`src/rtl/fp_div_seq.sv`:
```
// Sequential DLFloat16 divider producing the 20-bit unrounded {sign,exp,frac,extra,sticky} format.
// One restoring quotient bit per clock; valid/ready on both sides, result held until handoff.
module fp_div_seq #(
   parameter int BIAS  = 31,
   parameter int QBITS = 14
) (
   input  logic        i_clk,
   input  logic        i_rst_n,
   input  logic        i_in_valid,
   output logic        o_in_ready,
   input  logic [15:0] i_a,
   input  logic [15:0] i_b,
   output logic        o_out_valid,
   input  logic        i_out_ready,
   output logic [19:0] o_c
);
   localparam int CW = $clog2(QBITS);

   typedef enum logic [1:0] {S_IDLE, S_DIV, S_NORM, S_HOLD} state_t;

   localparam logic [1:0] SP_NONE = 2'd0;
   localparam logic [1:0] SP_ONES = 2'd1;
   localparam logic [1:0] SP_ZERO = 2'd2;

   state_t             r_state;
   state_t             w_state_nxt;
   logic [CW-1:0]      r_cnt;
   logic [10:0]        r_rem;
   logic [9:0]         r_mb;
   logic [QBITS-1:0]   r_q;
   logic               r_sign;
   logic signed [7:0]  r_exp;
   logic [1:0]         r_spec;
   logic [19:0]        r_c;

   logic               w_in_ready;
   logic               w_out_valid;
   logic               w_accept;
   logic [1:0]         w_spec;
   logic signed [7:0]  w_exp_in;
   logic               w_ge;
   logic [10:0]        w_rem_sub;
   logic signed [7:0]  w_exp_n;
   logic [8:0]         w_frac;
   logic [2:0]         w_extra;
   logic               w_sticky;
   logic [19:0]        w_c_norm;

   // Specials are resolved at accept and only finalised in NORM, so c appears one edge later.
   always_comb begin
      w_spec = SP_NONE;
      if (i_a == 16'hFFFF || i_b == 16'hFFFF || i_b == 16'h0000)
         w_spec = SP_ONES;
      else if (i_a == 16'h0000)
         w_spec = SP_ZERO;
   end

   assign w_exp_in  = 8'({2'b00, i_a[14:9]}) - 8'({2'b00, i_b[14:9]}) + 8'(BIAS);
   assign w_accept  = i_in_valid & w_in_ready;

   assign w_ge      = (r_rem >= {1'b0, r_mb});
   assign w_rem_sub = w_ge ? (r_rem - {1'b0, r_mb}) : r_rem;

   always_comb begin
      w_state_nxt = r_state;
      w_in_ready  = 1'b0;
      w_out_valid = 1'b0;
      case (r_state)
         S_IDLE: begin
            w_in_ready = 1'b1;
            if (i_in_valid)
               w_state_nxt = (w_spec != SP_NONE) ? S_NORM : S_DIV;
         end
         S_DIV: begin
            if (r_cnt == '0)
               w_state_nxt = S_NORM;
         end
         S_NORM: w_state_nxt = S_HOLD;
         S_HOLD: begin
            w_out_valid = 1'b1;
            if (i_out_ready)
               w_state_nxt = S_IDLE;
         end
         default: w_state_nxt = S_IDLE;
      endcase
   end

   // Quotient below 1.0 means one more fraction bit is available; exponent drops by one.
   always_comb begin
      if (r_q[QBITS-1]) begin
         w_exp_n  = r_exp;
         w_frac   = r_q[QBITS-2 -: 9];
         w_extra  = r_q[QBITS-11 -: 3];
         w_sticky = r_q[0] | (|r_rem);
      end else begin
         w_exp_n  = r_exp - 8'sd1;
         w_frac   = r_q[QBITS-3 -: 9];
         w_extra  = r_q[QBITS-12 -: 3];
         w_sticky = |r_rem;
      end
   end

   always_comb begin
      w_c_norm = {r_sign, w_exp_n[5:0], w_frac, w_extra, w_sticky};
      if (r_spec == SP_ONES)
         w_c_norm = 20'hFFFFF;
      else if (r_spec == SP_ZERO)
         w_c_norm = 20'h00000;
      else if (w_exp_n <= 8'sd0)
         w_c_norm = 20'h00000;
      else if (w_exp_n >= 8'sd63)
         w_c_norm = 20'hFFFFF;
   end

   always_ff @(posedge i_clk) begin
      if (!i_rst_n)
         r_state <= S_IDLE;
      else
         r_state <= w_state_nxt;
   end

   always_ff @(posedge i_clk) begin
      if (!i_rst_n) begin
         r_cnt  <= '0;
         r_rem  <= '0;
         r_mb   <= '0;
         r_q    <= '0;
         r_sign <= 1'b0;
         r_exp  <= '0;
         r_spec <= SP_NONE;
         r_c    <= '0;
      end else begin
         case (r_state)
            S_IDLE: begin
               if (w_accept) begin
                  r_cnt  <= CW'(QBITS - 1);
                  r_rem  <= {2'b01, i_a[8:0]};
                  r_mb   <= {1'b1, i_b[8:0]};
                  r_q    <= '0;
                  r_sign <= i_a[15] ^ i_b[15];
                  r_exp  <= w_exp_in;
                  r_spec <= w_spec;
               end
            end
            S_DIV: begin
               r_rem <= w_rem_sub << 1;
               r_q   <= {r_q[QBITS-2:0], w_ge};
               r_cnt <= r_cnt - CW'(1);
            end
            S_NORM: r_c <= w_c_norm;
            default: ;
         endcase
      end
   end

   assign o_in_ready  = w_in_ready;
   assign o_out_valid = w_out_valid;
   assign o_c         = r_c;
endmodule

```
`config.mk`:
```
export PLATFORM = sky130hd
export DESIGN_NAME = fp_div_seq
export DESIGN_NICKNAME = d
export VERILOG_FILES = /design/src/rtl/fp_div_seq.sv
export SDC_FILE = /design/constraint.sdc
export NUM_CORES = 1
export LEC_CHECK = 0
export ABC_AREA = 1
export CORE_MARGIN = 2
export CORE_UTILIZATION = 45
export CTS_CLUSTER_SIZE = 16
export DETAILED_ROUTE_END_ITERATION = 8
export PLACE_DENSITY = 0.67
export SYNTH_ARGS = -nofsm -noshare
export SYNTH_HDL_FRONTEND = slang
export SYNTH_SLANG_ARGS = --single-unit
```
`constraint.sdc`:
```
create_clock -name i_clk -period 2.1 [get_ports i_clk]
set_input_delay 0.315 -clock i_clk [delete_from_list [all_inputs] [get_ports i_clk]]
set_output_delay 0.315 -clock i_clk [all_outputs]
set_load 0.1 [all_outputs]
```
==> out/results.tsv, run 1 <==
stage	metric	value	unit
placement	hpwl dp	8731	um
clock_network	CTS sink count	72	
critical_path	CP cell instances	clkdlybuf4s50_1, ha_1, inv_2, fa_2, inv_2, ha_2, inv_1, nor2_2, nand3_2, buf_4, nand2_1, o21ai_1, inv_1	
critical_path	crit-path leading delay family	adder cells	
timing	setup TNS	0	ps
critical_path	Critical Path Sink Type	register	
yosys	Synth area leaders	dfxtp_1, nand2_1, a21oi_1	
clock_network	H-tree levels	3	
yosys	Synthesized Nets	744	
layout	fin cells	894	
layout	fin util	58.31	%
layout	number of nets in the layout	817	
hold_path	Worst Hold Path EP	r_cnt[0]	
detailed_routing	DRT Pass-1 Iters	4	
floorplanning	num ports	58	
detailed_routing	per-cell routed wire length	12.54	um
critical_path	Buf+Inv Stages, Crit Path	6	
floorplanning	die outline height	105	um
floorplanning	starting density of the core	46.75	%
timing	Final period util	94.63	%
pwr	pwr/cell area	1643	nW/um^2
detailed_routing	DRC Markers	0	
clock_network	clk_lat worst skew	350	ps
outcome	status	finished clean	
yosys	unique cell type count in the Yosys netlist	38	
critical_path	launch point of the worst reg-to-reg path	r_rem[0]	
grt	Tot GR Track Use	20.90	%
timing	WHS	468.9	ps
yosys	#FFs+latches synth	72	
placement	Cell Count Post-Placement	877	
yosys	Synth Flop Type	dfxtp_1	
clock_network	Worst-path clk slew	70	ps
yosys	Synth area leader	dfxtp_1	
timing	final hold violation count	0	
yosys	Avg Cell Area, Syn	6.721	sq um
critical_path	Reg2Reg Setup Slack	140	ps
yosys	register area share after synthesis	31.40	%
hold_path	Min-Delay Path Depth	2	
detailed_routing	DR vias	4568	
clock_network	Post-CTS Hold Buffers	0	
critical_path	Worst EP arrival	2230	ps
clock_network	clock tree from TritonCTS	done	
timing	Slew @ Worst Pin	478.4	ps
critical_path	Critical Path RT	2340	ps
layout	synthesis-to-layout area growth	24.72	%
grt	vias in the first global route	4341	
grt	total global routing overflow	0	
critical_path	maximum fanout along the worst path	3	
yosys	share of the synthesized area in the top cell type	31.40	%
floorplanning	total die area	11030	sq um
yosys	Synth Instances	683	
timing	final setup vio count	0	
detailed_routing	via/cell ratio	5.110	
timing	headroom to the max-slew limit	68.06	%
yosys	yosys warns	0	
critical_path	slowest CP cell	fa_2	
timing	fmax	503.2	MHz
clock_network	CTS root buf	clkbuf_8	
critical_path	crit-path max cell delay	530	ps
yosys	synthesized area	4591	sq um
layout	fraction of layout cells with a size suffix above 1	19.32	%
clock_network	total CTS buffers	9	
yosys	Post-synth ARST share	0	%
yosys	number of flops mapped to enable cells by yosys	0	
clock_network	clk buf depth	2	
detailed_routing	initial drt markers	189	
hold_path	worst hold start	r_cnt[0]	
floorplanning	row count	36	
floorplanning	Core ar.	9819	sq um
timing	Slew Limit Fails	0	
critical_path	worst r2r dst	r_rem[7]	
grt	initial antenna violation count	0	
timing	Final min period	1987	ps
run	Max-Cap Viols	0	
floorplanning	Die X	105	um
timing	Layout Skew	14.14	ps
placement	PortBufs	57	
hold_path	Min-Delay Path Class	register to register	
detailed_routing	drt total wl	11210	um
layout	antenna fix cells	0	
critical_path	R2R depth	11	
placement	gpl congestion	0.8159	
critical_path	CP Class	primary input to register	
pwr	Max VDD drop	0.7818	mV
pwr	Leak	2.589	nW
grt	largest net degree at the start of global routing	34	
critical_path	startpoint class of the critical path	primary input	
grt	first-pass GRT wire length	19320	um
detailed_routing	Final ANT Viol Nets	0	
## layout make-up
| type | count | area (sq um) |
|---|---|---|
| clock inverters | 6 | 90.09 |
| flip-flops and latches | 72 | 1446 |
| fillers | 925 | 4094 |
| multi-input cells | 486 | 2730 |
| well taps | 133 | 166.4 |
| inverters | 96 | 366.6 |
| clock buffers | 10 | 127.6 |
| repair buffers | 91 | 798.3 |
## power by group
group / internal, W / switching (W)
Combinational: 0.00204 / 0.00411
Sequential: 0.00176 / 0.000283
Clock: 0.000676 / 0.000547
Total: 0.00447 / 0.00494
## routing by layer
metal / vias up / part of all wire [%] / GRT usage, % / routed length [um]
met3: 15 / 4.1 / 3.369 / 463
li1: 2380 / - / - / -
met4: 0 / 1.4 / 5.619 / 158
met1: 2068 / 46 / 26.40 / 5183
met2: 105 / 48 / 36.73 / 5407
met5: - / 0 / 0 / 0
## registers in the layout, summed over array words and instances, names as in the netlist, 2 cells and up
register	flops
r_rem	11
r_q	14
r_mb	10
r_exp	8
r_spec	2
r_cnt	4
r_state	2
o_c	20
## cells by family (layout without fill, tap and decap cells)
logic type / count (synthesis) / count (layout) / share of synthesized area, %
and+or+nand+nor: 286 / 286 / 28.65
adders and majority gates: 25 / 25 / 7.141
DFF: 72 / 72 / 31.40
buffers and inverters: 125 / 203 / 11.04
xor gates and xnor gates: 12 / 12 / 2.453
AOI/OAI and AO/OA: 163 / 163 / 19.32
## cells in the final DEF, fill, tap and decap left out, types with 4 or more instances in the layout
cell type          n
nand2_1          147
inv_1             88
a21oi_1           70
dfxtp_1           70
o21ai_0           64
buf_4             54
nand3_1           40
clkdlybuf4s50_1   34
nor2_1            30
nand2_2           24
ha_1              19
a21oi_2           13
nand4_1           12
clkbuf_8           9
nor3_1             8
inv_2              6
nor4_1             6
xnor2_1            5
nand3_2            5
a31oi_1            4
## tightest hold or removal path: stages (launching register included)
cell	delay (ps)
dfxtp_1	320
nand2_1	60
a21oi_1	50
## synth_stat cells, types with 5 or more instances
| cell | count |
|---|---|
| a21oi_1 | 71 |
| a21oi_2 | 12 |
| clkbuf_1 | 24 |
| dfxtp_1 | 72 |
| ha_1 | 23 |
| inv_1 | 90 |
| nand2_1 | 149 |
| nand2_2 | 23 |
| nand3_1 | 43 |
| nand4_1 | 12 |
| nor2_1 | 31 |
| nor3_1 | 8 |
| nor4_1 | 6 |
| o21ai_0 | 65 |
| xnor2_1 | 6 |
| xor2_1 | 5 |
## metrics by stage
| stage | setup slack [ps] | power (W) | cell area, sq um |
|---|---|---|---|
| final | 112.8 | 0.009410 | 5725 |
| after detailed placement | -368.0 | 0.008081 | 5408 |
| after CTS | 2.436 | 0.009336 | 5628 |
| after global placement | -323.2 | 0.007985 | 5408 |
| after global routing | -0.3755 | 0.01023 | 5725 |
| after floorplan | 137.0 | 0.006717 | 4593 |
## timing repair
| action | in CTS | in global routing |
|---|---|---|
| pin swaps | 0 | 5 |
| resized for setup | 1 | 24 |
| setup buffers | 0 | 1 |
| setup endpoints to repair | 1 | 33 |
## how the worst max path moves through the flow
| stage | start | to | slack (ps) | depth (start not counted) |
|---|---|---|---|---|
| finish | i_b[9] | r_exp[4] | 110 | 13 |
| global route | i_b[11] | r_exp[5] | -0.4 | 12 |
| CTS | r_mb[2] | r_rem[9] | 2 | 13 |
| detailed placement | i_a[9] | r_exp[6] | -370 | 14 |
| global placement | i_a[9] | r_exp[6] | -320 | 14 |
| floorplan | r_state[0] | r_rem[3] | 140 | 10 |
No activity file was read; power rests on OpenSTA's default activity.
==> inputs of run 2 (changes only) <==
- ABC_CLOCK_PERIOD_IN_PS: unset -> 2100
==> results of run 2 <==
The final DEF is identical to that of run 1; final timing and power are the same.
==> inputs of run 3 (changes only) <==
- CORE_UTILIZATION: 45 -> 56
- PLACE_DENSITY: 0.67 -> 0.81
==> run 3 against run 2 <==
Against the previous run: critical path depth is 1 lower; power is 1.2% higher; critical path type unchanged; clock skew is 6.6 ps lower; non-clock buffer count is 1 higher; sequential power hardly changed; hold slack worse by 6.4 ps; register-to-register slack hardly changed; clock power hardly changed; die area is 19% lower.
==> out/results.tsv, run 3 (synthesis gave the netlist of run 1 again) <==
stage	metric	value	unit	change
floorplanning	num ports	58		unchanged
layout	Fillers	662		-28%
grt	vias in the first global route	4437		+2.2%
timing	final setup vio count	0		unchanged
pwr	sw frac	52.22	%	-0.30 points
placement	PortBufs	57		unchanged
critical_path	Worst EP arrival	2210	ps	-20 ps
layout	most frequent cells in the layout	nand2_1, inv_1, dfxtp_1		
critical_path	Critical Path Sink Type	register		
detailed_routing	per-cell routed wire length	13.54	um	+7.9%
hold_path	Worst Hold Path EP	r_mb[7]		
pwr	total chip power	0.009522	W	+1.2%
pwr	Max VDD drop	0.8351	mV	+6.8%
layout	max reg flops	20		unchanged
critical_path	Critical Path RT	2350	ps	about the same
timing	setup TNS	0	ps	unchanged
pwr	pwr/cell area	1673	nW/um^2	+1.8%
hold_path	Min-Delay Path Class	register to register		
floorplanning	die outline height	94.54	um	-10%
detailed_routing	initial drt markers	266		+41%
floorplanning	Die X	94.54	um	-10%
grt	first-pass GRT wire length	19410	um	+0.46%
floorplanning	row count	33		-8.3%
floorplanning	total die area	8938	sq um	-19%
clock_network	clk buf depth	2		unchanged
pwr	Int Pwr	0.004550	W	+1.8%
detailed_routing	DRT Pass-1 Iters	5		+1
pwr	Leak	2.600	nW	+0.45%
layout	antenna fix cells	0		unchanged
layout	synthesis-to-layout area growth	23.96	%	
clock_network	postcts setup bufs	0		unchanged
clock_network	clock tree from TritonCTS	done		
clock_network	total CTS buffers	9		unchanged
timing	fmax	510.7	MHz	+1.5%
timing	WHS	462.5	ps	-6.355 ps
critical_path	maximum fanout along the worst path	3		unchanged
detailed_routing	via/cell ratio	5.530		+8.2%
layout	number of nets in the layout	818		+0.12%
timing	Slew @ Worst Pin	635.5	ps	+157.1 ps
run	Max-Cap Viols	0		unchanged
grt	Tot GR Track Use	27.06	%	+6.2 points
detailed_routing	DRC Markers	0		unchanged
outcome	status	finished clean		
floorplanning	Core ar.	8093	sq um	-18%
detailed_routing	Final ANT Viol Nets	0		unchanged
floorplanning	starting density of the core	56.73	%	+10 points
clock_network	CTS sink count	72		unchanged
clock_network	CTS root buf	clkbuf_8		
grt	initial antenna violation count	0		unchanged
clock_network	Post-CTS Hold Buffers	0		unchanged
pwr	Comb pwr share	65.7	%	+0.4 points
timing	headroom to the max-slew limit	57.63	%	-10 points
timing	Slew Limit Fails	0		unchanged
detailed_routing	DR vias	4789		+4.8%
layout	most common cell after layout, fill and taps aside	nand2_1		
placement	gpl congestion	0.9005		+10%
hold_path	worst hold start	r_mb[7]		
critical_path	R2R depth	12		+1
critical_path	CP Class	primary input to register		
clock_network	Worst-path clk slew	70	ps	about the same
timing	Layout Skew	7.569	ps	-6.573 ps
pwr	P_sw	0.004972	W	+0.61%
critical_path	Reg2Reg Setup Slack	140	ps	about the same
clock_network	H-tree levels	3		unchanged
pwr	register share of total power	21.3	%	-0.4 points
hold_path	Min-Delay Path Depth	2		unchanged
critical_path	startpoint class of the critical path	primary input		
critical_path	launch point of the worst reg-to-reg path	r_mb[8]		
layout	fin cells	866		-3.1%
timing	final hold violation count	0		unchanged
detailed_routing	drt total wl	11720	um	+4.5%
layout	fin util	70.32	%	+12 points
clock_network	clk_lat worst skew	350	ps	about the same
timing	Final period util	93.24	%	-1.4 points
critical_path	worst r2r dst	r_rem[3]		
placement	Cell Count Post-Placement	851		-3.0%
placement	hpwl dp	8854	um	+1.4%
timing	Final min period	1958	ps	-29.19 ps
grt	total global routing overflow	0		unchanged
timing	RSZ-0062 raised after global routing	no		
pwr	Clk pwr share	13.0	%	about the same
grt	largest net degree at the start of global routing	23		-32%
layout	fraction of layout cells with a size suffix above 1	19.05	%	-0.26 points
==> run 3: timing repair <==
action / CTS / global route
setup endpoints to repair: 2 / 33
pin swaps: 1 / 4
gates resized for setup: 2 / 23
==> run 3: worst max-delay path, stage by stage <==
cell and delay [ps]:
clkdlybuf4s50_1 500, inv_1 90, fa_2 530, inv_2 40, ha_1 190, inv_2 70
nor2_4 50, nand3_2 100, buf_4 110, nand2_1 40, o21ai_1 110, inv_1 40
==> run 3: through the flow <==
| stage | instance area (sq um) | setup slack (ps) |
|---|---|---|
| 6_report | 5690 | 142.0 |
| 5_1_grt | 5690 | 11.23 |
| 4_1_cts | 5615 | 7.320 |
| 3_5_place_dp | 5388 | -456.7 |
| 3_3_place_gp | 5388 | -369.8 |
| 2_1_floorplan | 4593 | 137.0 |
==> run 3: routing by layer <==
metal	up-vias	track usage (%)	part of all wire (%)
met5	-	0	0
met4	0	10.27	2.4
met3	36	4.709	5.4
met2	164	48.15	49
met1	2222	32.50	43
li1	2367	-	-
==> run 3: worst max path at each step <==
stage,startpoint,to,slack [ps],depth (start not counted)
global placement,i_a[9],r_exp[6],-370,14
finish,i_b[10],r_exp[4],140,12
CTS,i_a[9],r_exp[4],7,14
floorplan,r_state[0],r_rem[3],140,10
detailed placement,i_a[9],r_exp[6],-460,14
global route,r_mb[8],r_rem[3],10,12
==> run 3: layout make-up <==
| class | instances | area, sq um | share of cell area [%] |
|---|---|---|---|
| multi-input combinational | 486 | 2721 | 47.82 |
| inverter | 96 | 366.6 | 6.442 |
| clock buffer | 12 | 155.1 | 2.726 |
| clock inverter | 3 | 65.06 | 1.143 |
| timing repair buffer | 92 | 808.3 | 14.20 |
| tap | 105 | 131.4 | 2.309 |
| sequential | 72 | 1443 | 25.35 |
==> run 3: power groups by stage <==
| stage | combinational, W | clock [W] | sequential [W] |
|---|---|---|---|
| floorplan | 0.00379 | 0 | 0.00293 |
| finish | 0.00626 | 0.00124 | 0.00203 |
| global placement | 0.00599 | 0 | 0.00202 |
| detailed placement | 0.00612 | 0 | 0.00205 |
| global route | 0.00695 | 0.00131 | 0.00207 |
| CTS | 0.00617 | 0.00124 | 0.00202 |
